File: src/rtl/aud_rmm_sched_pkg.sv
// rtl/aud_rmm_sched_pkg.sv - shared size codes, FSM states and aud_rmm defaults
package aud_rmm_sched_pkg;

    typedef enum logic [1:0] {
        SZ_BYTE = 2'd0,
        SZ_WORD = 2'd1,
        SZ_LONG = 2'd2,
        SZ_ILL  = 2'd3
    } size_e;

    typedef enum logic [1:0] {
        ST_IDLE  = 2'd0,
        ST_ISSUE = 2'd1,
        ST_WAIT  = 2'd2,
        ST_RESP  = 2'd3
    } state_e;

    localparam int STROBE_CYC_DEF  = 3;
    localparam int TIMEOUT_CYC_DEF = 1024;

endpackage

File: src/rtl/aud_rr_arb.sv
// rtl/aud_rr_arb.sv - round-robin arbiter: combinational grant, registered pointer
module aud_rr_arb #(
    parameter int N_REQ = 2,
    parameter int IW    = (N_REQ > 1) ? $clog2(N_REQ) : 1
) (
    input  logic             clk,
    input  logic             rst,
    input  logic [N_REQ-1:0] req,
    input  logic             advance,
    output logic             any,
    output logic [IW-1:0]    grant_idx
);

    logic [IW-1:0] ptr_q, ptr_d;
    logic [IW:0]   cand;

    // Scan from the farthest candidate back to the pointer so the nearest set bit wins.
    always_comb begin
        any       = |req;
        grant_idx = ptr_q;
        cand      = '0;
        for (int k = N_REQ - 1; k >= 0; k--) begin
            cand = {1'b0, ptr_q} + (IW+1)'(k);
            if (cand >= (IW+1)'(N_REQ)) begin
                cand = cand - (IW+1)'(N_REQ);
            end
            if (req[cand[IW-1:0]]) begin
                grant_idx = cand[IW-1:0];
            end
        end
        ptr_d = ptr_q;
        if (advance) begin
            ptr_d = (grant_idx == IW'(N_REQ - 1)) ? '0 : grant_idx + 1'b1;
        end
    end

    always_ff @(posedge clk or posedge rst) begin
        if (rst) begin
            ptr_q <= '0;
        end else begin
            ptr_q <= ptr_d;
        end
    end

endmodule

File: src/rtl/aud_rmm_sched.sv
// rtl/aud_rmm_sched.sv - shares one aud_rmm engine between N_REQ requesters
module aud_rmm_sched
    import aud_rmm_sched_pkg::*;
#(
    parameter int N_REQ       = 2,
    parameter int STROBE_CYC  = STROBE_CYC_DEF,
    parameter int TIMEOUT_CYC = TIMEOUT_CYC_DEF
) (
    input  logic                 aud_ck,
    input  logic                 rst,
    input  logic [N_REQ-1:0]     req_valid,
    input  logic [N_REQ-1:0]     req_write,
    input  logic [32*N_REQ-1:0]  req_addr,
    input  logic [32*N_REQ-1:0]  req_wdata,
    input  logic [2*N_REQ-1:0]   req_size,
    output logic [N_REQ-1:0]     req_ready,
    output logic [N_REQ-1:0]     rsp_valid,
    output logic [31:0]          rsp_rdata,
    output logic                 rsp_err,
    output logic [31:0]          rmm_addr,
    output logic [1:0]           rmm_size,
    output logic                 rmm_we,
    output logic                 rmm_re,
    output logic [31:0]          rmm_wdata,
    output logic                 rmm_data_oe,
    input  logic [31:0]          rmm_rdata,
    input  logic                 rmm_err,
    input  logic                 rmm_idle,
    output logic                 timeout_sts
);

    localparam int IW = (N_REQ > 1) ? $clog2(N_REQ) : 1;
    localparam int CW = $clog2(TIMEOUT_CYC + 1);
    localparam int SW = $clog2(STROBE_CYC + 1);

    logic [31:0] addr_a  [N_REQ];
    logic [31:0] wdata_a [N_REQ];
    logic [1:0]  size_a  [N_REQ];

    for (genvar i = 0; i < N_REQ; i++) begin : g_slice
        assign addr_a[i]  = req_addr[32*i +: 32];
        assign wdata_a[i] = req_wdata[32*i +: 32];
        assign size_a[i]  = req_size[2*i +: 2];
    end

    logic          arb_any;
    logic [IW-1:0] arb_idx;
    logic          grant_en;

    aud_rr_arb #(.N_REQ(N_REQ), .IW(IW)) u_arb (
        .clk       (aud_ck),
        .rst       (rst),
        .req       (req_valid),
        .advance   (grant_en),
        .any       (arb_any),
        .grant_idx (arb_idx)
    );

    state_e        state_q, state_d;
    logic [IW-1:0] g_q, g_d;
    logic          write_q, write_d;
    logic [CW-1:0] cnt_q, cnt_d, cnt_inc;
    logic [SW-1:0] strb_q, strb_d;
    logic          busy_seen_q, busy_seen_d;
    logic          to_q, to_d;
    logic [31:0]   cap_rdata_q, cap_rdata_d;
    logic          cap_err_q, cap_err_d;
    logic [N_REQ-1:0] req_ready_q, req_ready_d;
    logic [N_REQ-1:0] rsp_valid_q, rsp_valid_d;
    logic [31:0]   rsp_rdata_q, rsp_rdata_d;
    logic          rsp_err_q, rsp_err_d;
    logic [31:0]   rmm_addr_q, rmm_addr_d;
    logic [1:0]    rmm_size_q, rmm_size_d;
    logic          rmm_we_q, rmm_we_d;
    logic          rmm_re_q, rmm_re_d;
    logic [31:0]   rmm_wdata_q, rmm_wdata_d;
    logic          rmm_data_oe_q, rmm_data_oe_d;
    logic          timeout_sts_q, timeout_sts_d;

    always_comb begin
        state_d       = state_q;
        g_d           = g_q;
        write_d       = write_q;
        cnt_d         = cnt_q;
        strb_d        = strb_q;
        busy_seen_d   = busy_seen_q;
        to_d          = to_q;
        cap_rdata_d   = cap_rdata_q;
        cap_err_d     = cap_err_q;
        rmm_addr_d    = rmm_addr_q;
        rmm_size_d    = rmm_size_q;
        rmm_we_d      = rmm_we_q;
        rmm_re_d      = rmm_re_q;
        rmm_wdata_d   = rmm_wdata_q;
        rmm_data_oe_d = rmm_data_oe_q;
        req_ready_d   = '0;
        rsp_valid_d   = '0;
        rsp_rdata_d   = '0;
        rsp_err_d     = 1'b0;
        timeout_sts_d = timeout_sts_q;
        grant_en      = 1'b0;
        // Counter includes the ISSUE entry cycle and saturates at the limit.
        cnt_inc       = (cnt_q == CW'(TIMEOUT_CYC)) ? cnt_q : cnt_q + 1'b1;

        case (state_q)
            ST_IDLE: begin
                if (arb_any && rmm_idle) begin
                    grant_en             = 1'b1;
                    g_d                  = arb_idx;
                    req_ready_d[arb_idx] = 1'b1;
                    write_d              = req_write[arb_idx];
                    cap_rdata_d          = '0;
                    cap_err_d            = 1'b0;
                    if (size_a[arb_idx] == SZ_ILL) begin
                        state_d   = ST_RESP;
                        cap_err_d = 1'b1;
                    end else begin
                        state_d       = ST_ISSUE;
                        rmm_addr_d    = addr_a[arb_idx];
                        rmm_size_d    = size_a[arb_idx];
                        rmm_we_d      = req_write[arb_idx];
                        rmm_re_d      = ~req_write[arb_idx];
                        rmm_data_oe_d = req_write[arb_idx];
                        rmm_wdata_d   = req_write[arb_idx] ? wdata_a[arb_idx] : '0;
                        strb_d        = SW'(1);
                        cnt_d         = CW'(1);
                        busy_seen_d   = 1'b0;
                    end
                end
            end
            ST_ISSUE: begin
                busy_seen_d = busy_seen_q | ~rmm_idle;
                cnt_d       = cnt_inc;
                if (strb_q == SW'(STROBE_CYC)) begin
                    rmm_we_d = 1'b0;
                    rmm_re_d = 1'b0;
                    state_d  = ST_WAIT;
                end else begin
                    strb_d = strb_q + 1'b1;
                end
                if (cnt_inc == CW'(TIMEOUT_CYC)) begin
                    rmm_we_d    = 1'b0;
                    rmm_re_d    = 1'b0;
                    state_d     = ST_RESP;
                    cap_rdata_d = '0;
                    cap_err_d   = 1'b1;
                    to_d        = 1'b1;
                end
            end
            ST_WAIT: begin
                busy_seen_d = busy_seen_q | ~rmm_idle;
                cnt_d       = cnt_inc;
                if (busy_seen_q && rmm_idle) begin
                    state_d     = ST_RESP;
                    cap_rdata_d = write_q ? '0 : rmm_rdata;
                    cap_err_d   = rmm_err;
                end else if (cnt_inc == CW'(TIMEOUT_CYC)) begin
                    state_d     = ST_RESP;
                    cap_rdata_d = '0;
                    cap_err_d   = 1'b1;
                    to_d        = 1'b1;
                end
            end
            default: begin
                rsp_valid_d[g_q] = 1'b1;
                rsp_rdata_d      = cap_rdata_q;
                rsp_err_d        = cap_err_q;
                timeout_sts_d    = timeout_sts_q | to_q;
                to_d             = 1'b0;
                busy_seen_d      = 1'b0;
                rmm_addr_d       = '0;
                rmm_size_d       = '0;
                rmm_wdata_d      = '0;
                rmm_data_oe_d    = 1'b0;
                state_d          = ST_IDLE;
            end
        endcase
    end

    always_ff @(posedge aud_ck or posedge rst) begin
        if (rst) begin
            state_q       <= ST_IDLE;
            g_q           <= '0;
            write_q       <= 1'b0;
            cnt_q         <= '0;
            strb_q        <= '0;
            busy_seen_q   <= 1'b0;
            to_q          <= 1'b0;
            cap_rdata_q   <= '0;
            cap_err_q     <= 1'b0;
            req_ready_q   <= '0;
            rsp_valid_q   <= '0;
            rsp_rdata_q   <= '0;
            rsp_err_q     <= 1'b0;
            rmm_addr_q    <= '0;
            rmm_size_q    <= '0;
            rmm_we_q      <= 1'b0;
            rmm_re_q      <= 1'b0;
            rmm_wdata_q   <= '0;
            rmm_data_oe_q <= 1'b0;
            timeout_sts_q <= 1'b0;
        end else begin
            state_q       <= state_d;
            g_q           <= g_d;
            write_q       <= write_d;
            cnt_q         <= cnt_d;
            strb_q        <= strb_d;
            busy_seen_q   <= busy_seen_d;
            to_q          <= to_d;
            cap_rdata_q   <= cap_rdata_d;
            cap_err_q     <= cap_err_d;
            req_ready_q   <= req_ready_d;
            rsp_valid_q   <= rsp_valid_d;
            rsp_rdata_q   <= rsp_rdata_d;
            rsp_err_q     <= rsp_err_d;
            rmm_addr_q    <= rmm_addr_d;
            rmm_size_q    <= rmm_size_d;
            rmm_we_q      <= rmm_we_d;
            rmm_re_q      <= rmm_re_d;
            rmm_wdata_q   <= rmm_wdata_d;
            rmm_data_oe_q <= rmm_data_oe_d;
            timeout_sts_q <= timeout_sts_d;
        end
    end

    assign req_ready   = req_ready_q;
    assign rsp_valid   = rsp_valid_q;
    assign rsp_rdata   = rsp_rdata_q;
    assign rsp_err     = rsp_err_q;
    assign rmm_addr    = rmm_addr_q;
    assign rmm_size    = rmm_size_q;
    assign rmm_we      = rmm_we_q;
    assign rmm_re      = rmm_re_q;
    assign rmm_wdata   = rmm_wdata_q;
    assign rmm_data_oe = rmm_data_oe_q;
    assign timeout_sts = timeout_sts_q;

endmodule

File: config.mk
export PLATFORM = sky130hd
export DESIGN_NAME = aud_rmm_sched
export DESIGN_NICKNAME = d
export VERILOG_FILES = /design/src/rtl/aud_rmm_sched_pkg.sv /design/src/rtl/aud_rr_arb.sv /design/src/rtl/aud_rmm_sched.sv
export SDC_FILE = /design/constraint.sdc
export NUM_CORES = 1
export LEC_CHECK = 0
export CAP_MARGIN = 15
export CORE_MARGIN = 1
export CORE_UTILIZATION = 45
export CTS_BUF_LIST = sky130_fd_sc_hd__clkbuf_4
export CTS_CLUSTER_DIAMETER = 50
export DETAILED_ROUTE_END_ITERATION = 16
export PLACE_DENSITY = 0.84
export SKIP_LAST_GASP = 1
export SYNTH_ARGS = -nofsm -noshare
export SYNTH_HDL_FRONTEND = slang
export SYNTH_SLANG_ARGS = --single-unit
File: constraint.sdc
create_clock -name aud_ck -period 12.9 [get_ports aud_ck]
set_clock_uncertainty 0.1 [all_clocks]
set_input_delay 3.225 -clock aud_ck [delete_from_list [all_inputs] [get_ports aud_ck]]
set_output_delay 3.225 -clock aud_ck [all_outputs]
set_load 0.005 [all_outputs]
# Word level (Yosys, flattened, before mapping)
# Cells that the tools add are included.
[op_classes]
addsub = 6
bitwise_logic = 7
order_cmp = 9
n_eq_ne = 12
n_mux = 81
n_reduce_logical = 20
[op_table]
columns = ["cell", "n"]
rows = [
  ["32-bit 2-to-1 mux", 16],
  ["32-bit case mux with 2 select lines", 2],
  ["32-bit case mux with 3 select lines", 1],
  ["2-bit 2-to-1 mux", 17],
  ["11-bit 2-to-1 mux", 3],
  ["1-bit 2-to-1 mux", 30],
  ["11-bit equality test (second input constant)", 2],
  ["11-bit case mux with 2 select lines", 1],
  ["11-bit by 1-bit adder with 11-bit output (second input constant)", 1],
  ["3-bit AND reduction", 3],
  ["1-bit by 2-bit less-than comparator with 1-bit output (second input constant)", 4],
  ["2-bit inequality test (second input constant)", 4],
  ["1-bit case mux with 2 select lines", 4],
  ["2-bit case mux with 2 select lines", 2],
  ["2-bit AND reduction", 4],
  ["4-bit AND reduction", 2],
  ["2-bit equality test (second input constant)", 3],
  ["3-bit inequality test (second input constant)", 2],
  ["1-bit case mux with 3 select lines", 2],
  ["2-bit case mux with 3 select lines", 1],
  ["2-bit greater-or-equal comparator (second input constant)", 2],
  ["1-bit logical AND", 4],
  ["1-bit inverter", 4],
  ["2-bit nonzero test", 2],
  ["other kinds (14)", 19],
]
[totals]
elab_cells = 156
out_inout_bits = 107
regBits = 160

# Depth between registers and ports, before layout
[logic_depth]
depth_word = 15
depth_mapped = 10
depth_no_buf = 8

# By module
# Synthesis repeated with hierarchy kept, for this count alone.
[unflattened]
cells_unflattened = 623
area_unflattened_um2 = 6990.5
[modules_own_cells]
columns = ["module", "area_per_inst_um2", "cells_each", "instances"]
rows = [
  ["aud_rmm_sched", 6924.1, 614, 1],
  ["aud_rr_arb", 66.3, 9, 1],
]

# Worst setup path after synthesis
# No wires, ideal clock.
[synth_timing]
path_kind = "input -> register"
start = "input port req_valid[1]"
end = "register rmm_wdata_q[0] (netlist: rmm_wdata[0])"
setup_time_ns = 0.135
cell_stages = 8
path_slack_ns = 7.787
arrival_ns = 4.878
required_ns = 12.665
path_buffers = 2
path_cell_list = "nand2b_1 > a21o_1 > a311oi_1 > o21ai_1 > clkbuf_1 > buf_1 > nand2_1 > o31ai_1"
[synth_via]
elab_chain_cells = 12
word_cells_on_any_way = 25
cone_classes = "eq/ne (3); mux (18); bitwise (1); reduce/logical (3)"
[synth_lines]
columns = ["element", "line_no", "rtl"]
rows = [
  ["start: declaration", "aud_rmm_sched.sv:11", "input logic [N_REQ-1:0] req_valid,"],
  ["1-bit 2-to-1 mux (implied by the code) (2 in series)", "aud_rr_arb.sv:27", "if (req[cand[IW-1:0]]) begin"],
  ["1-bit 2-to-1 mux (2 in series)", "aud_rr_arb.sv:27", ""],
  ["1-bit inverter with 2-bit output (implied by the code)", "aud_rmm_sched.sv:114, aud_rmm_sched.sv:124", ""],
  ["32-bit 2-to-1 mux (implied by the code) (3 in series)", "aud_rmm_sched.sv:124", "rmm_wdata_d = req_write[arb_idx] ? wdata_a[arb_idx] : '0;"],
  ["32-bit 2-to-1 mux", "aud_rmm_sched.sv:124", ""],
  ["32-bit 2-to-1 mux", "aud_rmm_sched.sv:114", "if (size_a[arb_idx] == SZ_ILL) begin"],
  ["32-bit 2-to-1 mux", "aud_rmm_sched.sv:107", "if (arb_any && rmm_idle) begin"],
  ["32-bit case mux with 2 select lines", "aud_rmm_sched.sv:105", "case (state_q)"],
  ["end signal: assignment", "aud_rmm_sched.sv:220", "rmm_wdata_q <= rmm_wdata_d;"],
  ["end: declaration", "aud_rmm_sched.sv:76", "logic [31:0] rmm_wdata_q, rmm_wdata_d;"],
]
# Parallel ways exist; a longest one is shown, timed or not. The select of a mux whose other input is x is not followed.
# A chain may end at the register's enable or synchronous reset.

# Worst setup path after layout
[layout_timing]
start = "input port req_valid[1]"
end = "register rmm_wdata_q[30] (netlist: rmm_wdata[30])"
# Same word-level chain as after synthesis.

==> results.yml <==
finish:
  fill_cells: 1213
  drive_gt1_share_pct: 6.23
  fin_util_pct: 67.5
  layout.nets: 1065
  area.growth.synth_to_final_pct: 44.8
route:
  num_vias: 5890
  via_per_inst: 5.30
  wl_per_cell_um: 16.9
  initialDrtViolationCount: 365
  routed_wl_um: 18800
  drc: 0
  drt-pass1-iter-count: 5
  postRouteAntennaNets: 0
job:
  maxCapViolCount: 0
synth:
  ys_async_sr_fraction_pct: 100
  syn_nets: 809
  synth_top_flop_cell: "dfrtp_1"
  synth_area_mm2: 0.00716
  ys_ff_latch: 160
  ys_types: 59
  syn_area_per_cell_um2: 11.4
  yosysTopAreaCell: "dfrtp_1"
  synth_area_leaders: "dfrtp_1 56%, mux2i_1 9.9%, o31ai_1 7.0%"
  synth-edff-count: 0
  synth_most_common_cell: "dfrtp_1"
  syn_inst: 630
  ys_top_cells_by_count: "160 x dfrtp_1, 81 x nand2_1, 71 x mux2i_1"
  ys_warn_count: 0
  synth_seq_area_share_pct: 55.9
  synth.top_cell.area_share_pct: 55.9
setup_path:
  required_ns: 13.20
  cp_max_fo: 92
  cp.arrival_ns: 6.38
  critical-path-max-stage-delay_ns: 0.81
  r2r_cells: 6
  startpoint_type: "input pin"
  crit_path_top_delay_cell: "o21ai_4"
  path_class: "in -> reg"
  end_kind: "register"
  crit_chain: "clkdlybuf4s50_1, nor2b_1, a21o_1, a311oi_1, o21ai_4, buf_4, o31ai_1"
cts:
  clk_pin_slew_worst_paths_ns: 0.14
  hold_buffers: 0
  htreeDepth: 4
  post_cts_buffers: 0
  root_buffer: "clkbuf_4"
  clk_latency_ns: 0.56
  clock_path_buffers: 2
  clock-sinks: 160
  cts_tree: "yes"
  cts_resized: 0
  cts_inserted_buffers: 17
die:
  initial_core_util_pct: 46.6
  ios: 279
  core-area_mm2: 0.0154
  row_count: 45
  die_h_um: 128
  die_area_mm2: 0.0164
  die_w_um: 128
run_status:
  status: "complete, no violations"
sta:
  finalSetupViolCount: 0
  tightest_slew_ns: 0.963
  post-route-period-util_pct: 47.1
  setup_tns_ns: 0
  relSlewSlack_pct: 35.6
  slew_viol_final: 0
  fmax_ghz: 0.164
  rsz0062_at_grt: "false"
  hold_viol: 0
  finalCriticalPeriod_ns: 6.08
power_and_ir_drop:
  irDropWorstVdd_v: 0.000168
  power_leakage_uw: 0.00469
  power.density_mw_per_mm2: 181
min_path:
  min_path_type: "reg -> reg"
  worst_hold_path.num_cells: 1
global_routing:
  grt_use_total_pct: 23.6
  grt_max_degree: 112
  antenna_found_initial: 1
  grt_pass1_vias: 5713
  gr-total-overflow: 0
  grt_pass1_wl_um: 29800
placement:
  gp_congestion: 0.867
  io_buffers: 278
  hpwlAfterDp_um: 13700
## metal layers
metal | vias up | GRT usage [%] | share of wire [%]
li1 | 2799 | - | -
met1 | 2857 | 29.9 | 42
met2 | 207 | 39.6 | 50
met3 | 27 | 5.84 | 5.7
met4 | 0 | 7.75 | 2.0
met5 | - | 0 | 0
## through the flow
step                cell area (um^2)  total power (uW)  cells  hold WS [ns]  worst slack, ns
finish                         10400              1880   1111         0.360             6.82
global route                   10400              2010   1111         0.404             6.58
CTS                            10400              1900   1110         0.367             6.85
detailed placement             10100              1580   1078         0.348             6.26
global placement               10100              1560   1078         0.335             6.37
floorplan                       7160              1240    630         0.318             5.26
## registers in the layout, indices dropped and copies added (netlist names), 2 cells and up
signal	flops
req_ready	2
strb_q	2
rsp_rdata	32
rmm_wdata	32
cap_rdata_q	32
rmm_addr	32
state_q	2
rsp_valid	2
cnt_q	11
rmm_size	2
## final cells by class
cell class	instances	area, um^2	area share [%]
flip-flops and latches	160	4000	38.6
multi-input cells	409	2920	28.2
repair buffers	284	2830	27.3
well taps	211	264	2.54
clock inverters	15	170	1.64
clock buffers	17	128	1.23
inverters	14	57.6	0.555
diodes	1	2.50	0.0241
## cell families (layout without fill, tap and decap cells)
logic type | Yosys count | in the layout | synth area share [%]
buf+inv | 61 | 330 | 3.63
xor+xnor | 2 | 2 | 0.245
flops | 160 | 160 | 55.9
compound gates | 165 | 165 | 17.6
fa+ha+maj | 7 | 7 | 1.22
simple gates | 162 | 162 | 11.1
mux | 73 | 73 | 10.2
other cells | 0 | 1 | 0
## path summary, 6_finish.rpt
kind | from | endpoint | slack, ns
setup / recovery | req_valid[1] | rmm_wdata[30]$_DFFE_PP0P_ | 6.82
hold / removal | g_q$_DFFE_PP0P_ | rsp_valid[0]$_DFF_PP0_ | 0.36
setup reg to reg | state_q[0]$_DFFE_PP0P_ | rmm_wdata[30]$_DFFE_PP0P_ | 9.20
hold reg to reg | g_q$_DFFE_PP0P_ | rsp_valid[0]$_DFF_PP0_ | 0.36
max in group asynchronous | rst | cnt_q[6]$_DFFE_PP0P_ | 8.28
min in group asynchronous | rst | rmm_wdata[7]$_DFFE_PP0P_ | 3.17
## worst max-delay path, delay by kind of cell
family,cells,cell delay (ns)
AND/OR/NAND/NOR,1,0.31
AO/OA/AOI/OAI,4,1.50
buffers and inverters,2,1.27
## layout by cell type (no fill, tap or decap), types with 3 or more instances in the layout
master / netlist / final
nor3_1: 4 / 4
and3_1: 4 / 4
and2_1: 37 / 37
ha_1: 7 / 7
dfrtp_1: 160 / 160
a22o_1: 35 / 35
nand3_1: 4 / 4
a21o_1: 6 / 6
buf_4: 0 / 6
inv_6: 0 / 7
nand2_1: 81 / 81
o21a_1: 4 / 4
a21oi_1: 12 / 11
inv_1: 13 / 12
mux2i_1: 71 / 71
nor2_1: 13 / 13
clkbuf_4: 0 / 17
a31oi_1: 5 / 5
o21ai_0: 14 / 14
o31ai_1: 67 / 67
nor2b_1: 3 / 3
nand4_1: 4 / 4
clkdlybuf4s50_1: 0 / 278
inv_8: 0 / 3
## power by group
part	switching (uW)	leakage, uW	internal, uW
combinational	488	0.00235	389
clock	192	0.000158	121
sequential	72.1	0.00218	617
total	753	0.00469	1130
Note: power is estimated with default switching activity, not from simulation.
